### src/rtl/if_stage_pkg.sv
`default_nettype none
// ============================================================================
//  Module   : if_stage_pkg
//  Purpose  : Shared control-unit definitions for the instruction fetch stage:
//             fetch state encoding and instruction/address geometry.
//  Ports    : none (package)
//  Revision : 1.0 - initial release
// ============================================================================
package if_stage_pkg;

  localparam int INSTR_BYTES = 3;
  localparam int ADDR_WIDTH  = 16;
  localparam int INSTR_WIDTH = 24;
  localparam int BYTE_WIDTH  = 8;

  // Fetch sequencer states; width fixed explicitly at 3 bits.
  typedef enum logic [2:0] {
    ST_START  = 3'd0,
    ST_FETCH0 = 3'd1,
    ST_FETCH1 = 3'd2,
    ST_FETCH2 = 3'd3,
    ST_HOLD   = 3'd4
  } fetch_state_t;

endpackage : if_stage_pkg
`default_nettype wire

### src/rtl/if_stage_if.sv
`default_nettype none
// ============================================================================
//  Module   : if_stage_if
//  Purpose  : Bundles the fetch stage's MMU byte bus, redirect request and
//             decode-side valid/accept handshake.
//  Ports    : none; modports
//             master - fetch stage (drives mem_addr/mem_read/instruction*/pc)
//             slave  - environment (MMU, redirect source, decode stage)
//  Revision : 1.0 - initial release
// ============================================================================
interface if_stage_if;
  import if_stage_pkg::*;

  // MMU byte interface
  logic [ADDR_WIDTH-1:0]  mem_addr;
  logic                   mem_read;
  logic                   mem_ready;
  logic [BYTE_WIDTH-1:0]  mem_data;
  // Redirect
  logic                   pc_load;
  logic [ADDR_WIDTH-1:0]  pc_value;
  // Decode handshake
  logic [INSTR_WIDTH-1:0] instruction;
  logic                   instruction_valid;
  logic                   instruction_accept;
  logic [ADDR_WIDTH-1:0]  pc;

  modport master (
    output mem_addr, mem_read,
    input  mem_ready, mem_data,
    input  pc_load, pc_value,
    output instruction, instruction_valid, pc,
    input  instruction_accept
  );

  modport slave (
    input  mem_addr, mem_read,
    output mem_ready, mem_data,
    output pc_load, pc_value,
    input  instruction, instruction_valid, pc,
    output instruction_accept
  );

endinterface : if_stage_if
`default_nettype wire

### src/rtl/if_stage.sv
`default_nettype none
// ============================================================================
//  Module   : if_stage
//  Purpose  : Instruction fetch stage. Reads three consecutive bytes from the
//             MMU, assembles them big-endian (opcode byte first) and holds the
//             24-bit instruction for decode until accepted. The fetch address
//             can be redirected at any time by pc_load.
//  Ports    : clk   - system clock, rising edge
//             reset - asynchronous active-high reset
//             bus   - if_stage_if.master (MMU bus, redirect, decode handshake)
//  Revision : 1.0 - initial release
// ============================================================================
module if_stage
  import if_stage_pkg::*;
#(
  parameter logic [ADDR_WIDTH-1:0] RESET_VECTOR = 16'h0000
) (
  input  wire logic   clk,
  input  wire logic   reset,
  if_stage_if.master  bus
);

  fetch_state_t           r_state;
  logic [ADDR_WIDTH-1:0]  r_addr;
  logic                   r_mem_read;
  logic [INSTR_WIDTH-1:0] r_instr;
  logic                   r_valid;
  logic [ADDR_WIDTH-1:0]  r_pc;

  // All outputs come straight from registers: no input reaches mem_addr or
  // mem_read combinationally.
  assign bus.mem_addr          = r_addr;
  assign bus.mem_read          = r_mem_read;
  assign bus.instruction       = r_instr;
  assign bus.instruction_valid = r_valid;
  assign bus.pc                = r_pc;

  always_ff @(posedge clk or posedge reset) begin
    if (reset) begin
      r_state    <= ST_START;
      r_addr     <= RESET_VECTOR;
      r_mem_read <= 1'b0;
      r_instr    <= '0;
      r_valid    <= 1'b0;
      r_pc       <= RESET_VECTOR;
    end else if (bus.pc_load) begin
      // Redirect wins over mem_ready and instruction_accept: the byte on the
      // bus is dropped, partial bytes are abandoned, a held instruction is
      // invalidated. Instruction bytes themselves are left untouched.
      r_state    <= ST_FETCH0;
      r_addr     <= bus.pc_value;
      r_mem_read <= 1'b1;
      r_valid    <= 1'b0;
    end else begin
      case (r_state)
        ST_START: begin
          r_state    <= ST_FETCH0;
          r_mem_read <= 1'b1;
        end
        ST_FETCH0: begin
          if (bus.mem_ready) begin
            r_instr[INSTR_WIDTH-1 -: BYTE_WIDTH] <= bus.mem_data;
            r_pc   <= r_addr;
            r_addr <= r_addr + ADDR_WIDTH'(1);
            r_state <= ST_FETCH1;
          end
        end
        ST_FETCH1: begin
          if (bus.mem_ready) begin
            r_instr[2*BYTE_WIDTH-1 -: BYTE_WIDTH] <= bus.mem_data;
            r_addr  <= r_addr + ADDR_WIDTH'(1);
            r_state <= ST_FETCH2;
          end
        end
        ST_FETCH2: begin
          if (bus.mem_ready) begin
            r_instr[BYTE_WIDTH-1:0] <= bus.mem_data;
            r_addr     <= r_addr + ADDR_WIDTH'(1);
            r_state    <= ST_HOLD;
            r_mem_read <= 1'b0;
            r_valid    <= 1'b1;
          end
        end
        ST_HOLD: begin
          // No prefetch: the bus stays idle until decode takes the word.
          if (bus.instruction_accept) begin
            r_state    <= ST_FETCH0;
            r_mem_read <= 1'b1;
            r_valid    <= 1'b0;
          end
        end
        default: begin
          r_state    <= ST_START;
          r_mem_read <= 1'b0;
          r_valid    <= 1'b0;
        end
      endcase
    end
  end

endmodule : if_stage
`default_nettype wire
### src/flat_wrapper.sv
// flat-port wrapper written by rule: the top's interface ports become plain ports
module if_stage_flat import if_stage_pkg::*;
#(
  parameter logic [ADDR_WIDTH-1:0] RESET_VECTOR = 16'h0000
)
  (clk, reset, bus_mem_addr, bus_mem_read, bus_mem_ready, bus_mem_data, bus_pc_load, bus_pc_value, bus_instruction, bus_instruction_valid, bus_pc, bus_instruction_accept);
  if_stage_if bus_i ();
  input  wire logic clk;
  input  wire logic reset;
  output wire logic [$bits(bus_i.mem_addr)-1:0] bus_mem_addr;
  output wire logic [$bits(bus_i.mem_read)-1:0] bus_mem_read;
  input wire logic [$bits(bus_i.mem_ready)-1:0] bus_mem_ready;
  input wire logic [$bits(bus_i.mem_data)-1:0] bus_mem_data;
  input wire logic [$bits(bus_i.pc_load)-1:0] bus_pc_load;
  input wire logic [$bits(bus_i.pc_value)-1:0] bus_pc_value;
  output wire logic [$bits(bus_i.instruction)-1:0] bus_instruction;
  output wire logic [$bits(bus_i.instruction_valid)-1:0] bus_instruction_valid;
  output wire logic [$bits(bus_i.pc)-1:0] bus_pc;
  input wire logic [$bits(bus_i.instruction_accept)-1:0] bus_instruction_accept;
  assign bus_mem_addr = bus_i.mem_addr;
  assign bus_mem_read = bus_i.mem_read;
  assign bus_i.mem_ready = bus_mem_ready;
  assign bus_i.mem_data = bus_mem_data;
  assign bus_i.pc_load = bus_pc_load;
  assign bus_i.pc_value = bus_pc_value;
  assign bus_instruction = bus_i.instruction;
  assign bus_instruction_valid = bus_i.instruction_valid;
  assign bus_pc = bus_i.pc;
  assign bus_i.instruction_accept = bus_instruction_accept;
  if_stage #(.RESET_VECTOR(RESET_VECTOR)) u_core (.clk(clk), .reset(reset), .bus(bus_i));
endmodule
### config.mk
export PLATFORM = sky130hd
export DESIGN_NAME = if_stage_flat
export DESIGN_NICKNAME = d
export VERILOG_FILES = /design/src/rtl/if_stage_pkg.sv /design/src/rtl/if_stage_if.sv /design/src/rtl/if_stage.sv /design/src/flat_wrapper.sv
export SDC_FILE = /design/constraint.sdc
export NUM_CORES = 1
export LEC_CHECK = 0
export BUFFER_PORTS_ARGS = -buffer_cell sky130_fd_sc_hd__buf_4
export CAP_MARGIN = 40
export CORE_ASPECT_RATIO = 2
export CORE_MARGIN = 2
export CORE_UTILIZATION = 54
export DETAILED_ROUTE_END_ITERATION = 8
export HOLD_SLACK_MARGIN = 0.15
export PLACE_DENSITY = 0.84
export SKIP_CTS_REPAIR_TIMING = 1
export SYNTH_ARGS = -nofsm -noshare
export SYNTH_HDL_FRONTEND = slang
export SYNTH_SLANG_ARGS = --single-unit
### constraint.sdc
create_clock -name clk -period 4.7 [get_ports clk]
set_input_delay 0 -clock clk [delete_from_list [all_inputs] [get_ports clk]]
set_output_delay 0 -clock clk [all_outputs]
set_load 0.02 [all_outputs]
# Word-level counts from Yosys, hierarchy flattened
# Index checks and enable logic that the tools add are counted.
# totals
out_inout_bits,58
regBits,61
input_bits,29
wordCells,50
# classes
n_bitwise,1
n_eq_ne,10
n_addsub,1
n_reduce_logical,13
n_mux,17
# ops
op,n
two-way mux 16 bit,3
adder 16 x 1 -> 16 bit (second input constant),1
two-way mux 3 bit,5
case mux 3 bit (5 select lines),1
AND reduction 3 bit,5
!= test 3 bit (second input constant),4
== test 3 x 2 -> 1 bit (second input constant),2
two-way mux 1 bit,6
OR reduction 3 bit,2
!= test 2 x 1 -> 1 bit (second input constant),2
case mux 1 bit (4 select lines),1
AND reduction 4 bit,1
nonzero test 2 bit,2
== test 3 x 1 -> 1 bit (second input constant),1
== test 3 bit (second input constant),1
zero test 3 bit,1
case mux 1 bit (3 select lines),1
AND reduction 2 bit,1
OR reduction 2 bit,1
inverter 1 bit,1

# Logic depth before layout (Yosys ltp)
# depth
word_depth,4
mapped_depth,6
mapped_depth_nobuf,5

# Least setup slack after synthesis
# OpenSTA, ideal clock, no wires.
# synth_path
path_kind,reg2reg
from,register u_core.r_addr[0] (netlist: u_core.bus.mem_addr[0])
to,register u_core.r_addr[6] (netlist: u_core.bus.mem_addr[6])
slack_ns,2.714
path_stages_with_launch,6
t_arrival_ns,1.905
path_cell_list,dfrtp_1 -> ha_1 -> inv_1 -> or4_4 -> or3_1 -> a31oi_1
# synth_between
elab_chain_len,4
# synth_rtl
element,line_no,source
"start, declared",if_stage.sv:24,logic [ADDR_WIDTH-1:0] r_addr;
"start signal, assigned",if_stage.sv:51,r_addr <= bus.pc_value;
"start signal, assigned",if_stage.sv:64,r_addr <= r_addr + ADDR_WIDTH'(1);
"start signal, assigned",if_stage.sv:71,r_addr <= r_addr + ADDR_WIDTH'(1);
adder 16 x 1 -> 16 bit,"if_stage.sv:64, if_stage.sv:71, if_stage.sv:78",
two-way mux 16 bit,"if_stage.sv:61, if_stage.sv:69, if_stage.sv:76",
two-way mux 16 bit,-,
two-way mux 16 bit,if_stage.sv:46,end else if (bus.pc_load) begin
# Every way passes these cells. The select of a mux whose other input is x is not followed.
# A chain may end at the register's enable or synchronous reset.

# Worst setup path after layout
# layout_path
from,register u_core.r_addr[1] (netlist: u_core.bus.mem_addr[1])
to,register u_core.r_addr[4] (netlist: u_core.bus.mem_addr[4])
# The elaborated chain is that of the path after synthesis.

==> impl_metrics.yaml <==
clock_tree:
  cts_root_buf: "clkbuf_8"
  clk_pin_slew_worst_paths_ps: 70
  htree_levels: 3
  cts_inserted_buffers: 9
  cts_tree: "done"
  clock_path_buffers: 2
  clock_latency_ps: 340
  cts.sinks: 61
synthesis:
  yosysSeqAreaShare_pct: 56.1
  ys_warn_count: 0
  ys.flop_type: "dfrtp_1"
  synth.distinct_cells: 39
  netlist_instances: 227
  syn_area_um2: 2720
  synth_edf_count: 0
  synth-async-reset-ratio_pct: 100
  synth_area_leaders: "dfrtp_1 56%, mux2_2 17%, nand2_1 3.2%"
  syn_nets: 257
  post-synth-top-area-fraction_pct: 56.1
  synth_top_cell_by_area: "dfrtp_1"
  syn_avg_cell_area_um2: 12.0
  ys_ff_latch: 61
global_routing:
  grt_use_met3_pct: 9.20
  grt_use_met1_pct: 28.7
  use_met2_pct: 46.0
  grt_max_degree: 62
  antenna_found_initial: 0
  grt_pass1_vias: 2283
  busiest_layer: "met2"
  grtUsageTotal_pct: 27.0
  grt_pass1_wl_um: 11100
  grt.overflow.total: 0
placed_design:
  preCtsSetupSlack_ps: 2560
  dpl_cell_area_um2: 3400
  portBuffers: 86
  place_hpwl_um: 4850
  gp_congestion: 0.949
timing:
  clock.fmax_mhz: 388
  rsz0062_at_grt: "false"
  tns_ps: 0
  relSlewSlack_pct: 50.3
  hold_violations: 0
  finalWorstSetupSlack_ps: 2120
  slew_viol_final: 0
  setup_viol: 0
  period_share_pct: 54.9
  skew_ps: 7.68
  worstMarginPinSlew_ps: 746
  holdWs_ps: 454
  min_period_ps: 2580
power_and_ir_drop:
  p_leak_uw: 0.00186
  power_density_nw_per_um2: 477
  ir_drop_v: 0.000491
drt:
  drtIter0Drc: 87
  drt_wl_total_um: 8560
  vias: 2483
  avgRoutedWirePerCell_um: 20.2
  drtAntennaViolNets: 0
  drtPass1Iterations: 4
  drc: 0
  via_per_inst: 5.87
final_layout:
  design_area_um2: 4090
  final_util_pct: 84.0
  final-seq-area_um2: 1530
  synthToLayoutAreaGrowth_pct: 50.3
  antennaDiodeCount: 0
  drive_above_1_share_pct: 42.1
  fin_nets: 391
  fill_cells: 268
  multi_input_area_um2: 1110
die:
  rows: 36
  die_area_um2: 5650
  die_w_um: 54.2
  ios: 87
  die_h_um: 104
  initial_core_util_pct: 55.9
  coreArea_um2: 4860
outcome:
  status: "completed"
worst_setup_path:
  critPathBufInv: 2
  critPathCaptureType: "flip-flop"
  required_ps: 4980
  cp_slowest_cell: "or4_4"
  start_kind: "flip-flop"
  crit_arrival_ps: 2860
  crit_chain: "ha_1 -> inv_1 -> or4_4 -> xor2_1 -> o21ai_0 -> dlygate4sd3_1"
  worst-path-max-fanout: 7
  cp.depth: 6
  crit_family: "buffers and inverters"
  rr_worst_depth: 6
  worst_path_largest_cell_delay_ps: 580
  crit_type: "flip-flop to flip-flop"
hold_path:
  hold_path_class: "primary input to asynchronous set/reset pin"
job:
  maxCapViolations: 0
## through the flow
step           std cells  total power [uW]
6_report             423              1950
5_1_grt              423              2030
4_1_cts              379              1900
3_5_place_dp         363              1340
3_3_place_gp         362              1320
2_1_floorplan        227              1060
## cells by family (layout without fill, tap and decap cells)
group | after synthesis | in the layout | share of synthesized area (%)
AO/OA/AOI/OAI | 34 | 34 | 8.19
AND/OR/NAND/NOR | 68 | 68 | 13.2
multiplexers | 41 | 41 | 16.9
adder cells (fa/ha/maj) | 1 | 1 | 0.460
XOR/XNOR | 7 | 7 | 2.25
buffers and inverters | 15 | 154 | 2.85
flip-flops | 61 | 61 | 56.1
## layout by cell type, fill, tap and decap left out, drive strengths merged, types with 2 or more instances in the layout
cell type,synthesis,layout
bufinv,0,2
inv,6,6
and2,2,2
nor2,10,10
mux2,40,40
nor3,4,4
o31ai,2,2
or3,3,3
nand3,9,9
dlygate4sd3,0,44
a211o,2,2
nand2,24,24
or4,2,2
o21ai,12,12
a31oi,7,7
a21oi,3,3
dfrtp,61,61
xor2,4,4
buf,6,88
o311ai,3,3
clkbuf,3,13
xnor2,3,3
nor4,3,3
o41ai,2,2
nand4,5,5
## layout make-up
class	instances	area share, %
Clock buffer	13	4.38
Clock inverter	3	1.59
Inverter	6	0.551
Multi-Input combinational cell	151	27.3
Sequential cell	61	37.3
Tap cell	57	1.74
Timing Repair Buffer	132	27.1
## registers in the layout (all words and copies together) (netlist names)
name and count:
u_core.r_state 3, u_core.bus.mem_addr 16, u_core.bus.pc 16, u_core.bus.mem_read 1, u_core.bus.instruction_valid 1, u_core.bus.instruction 24
## synth_stat cells (4+ instances only)
cell	n
a31oi_1	7
dfrtp_1	61
inv_1	6
mux2_2	40
nand2_1	23
nand3_1	9
nand4_1	5
nor2_1	8
nor3_1	4
o21ai_0	12
xor2_1	4
## report_power, final
group          leakage [uW]  switching (uW)  total, uW  internal [uW]
Combinational       0.00100             325        635            310
Sequential         0.000736             103        756            652
Clock              0.000126             204        560            356
## worst min-delay path, delay by kind of cell
kind | cells | cell delay [ps]
buffers and inverters | 4 | 1310
## final timing paths
| kind | from | to | slack [ps] |
|---|---|---|---|
| max | u_core.bus.mem_addr[1] | u_core.bus.mem_addr[4] | 2120 |
| min | reset | u_core.bus.instruction[13] | 450 |
| max reg2reg | u_core.bus.mem_addr[1] | u_core.bus.mem_addr[4] | 2120 |
| min reg2reg | u_core.bus.instruction[19] | u_core.bus.instruction[19] | 510 |
| max in group asynchronous | reset | u_core.r_state[1] | 3740 |
| min in group clk | bus_mem_data[4] | u_core.bus.instruction[20] | 460 |
## routing by layer
layer	wire (um)	part of all wire, %
met3	612	7.2
met1	2790	33
met5	0	0
met4	368	4.3
met2	4780	56
No activity file was read; power rests on OpenSTA's default activity.
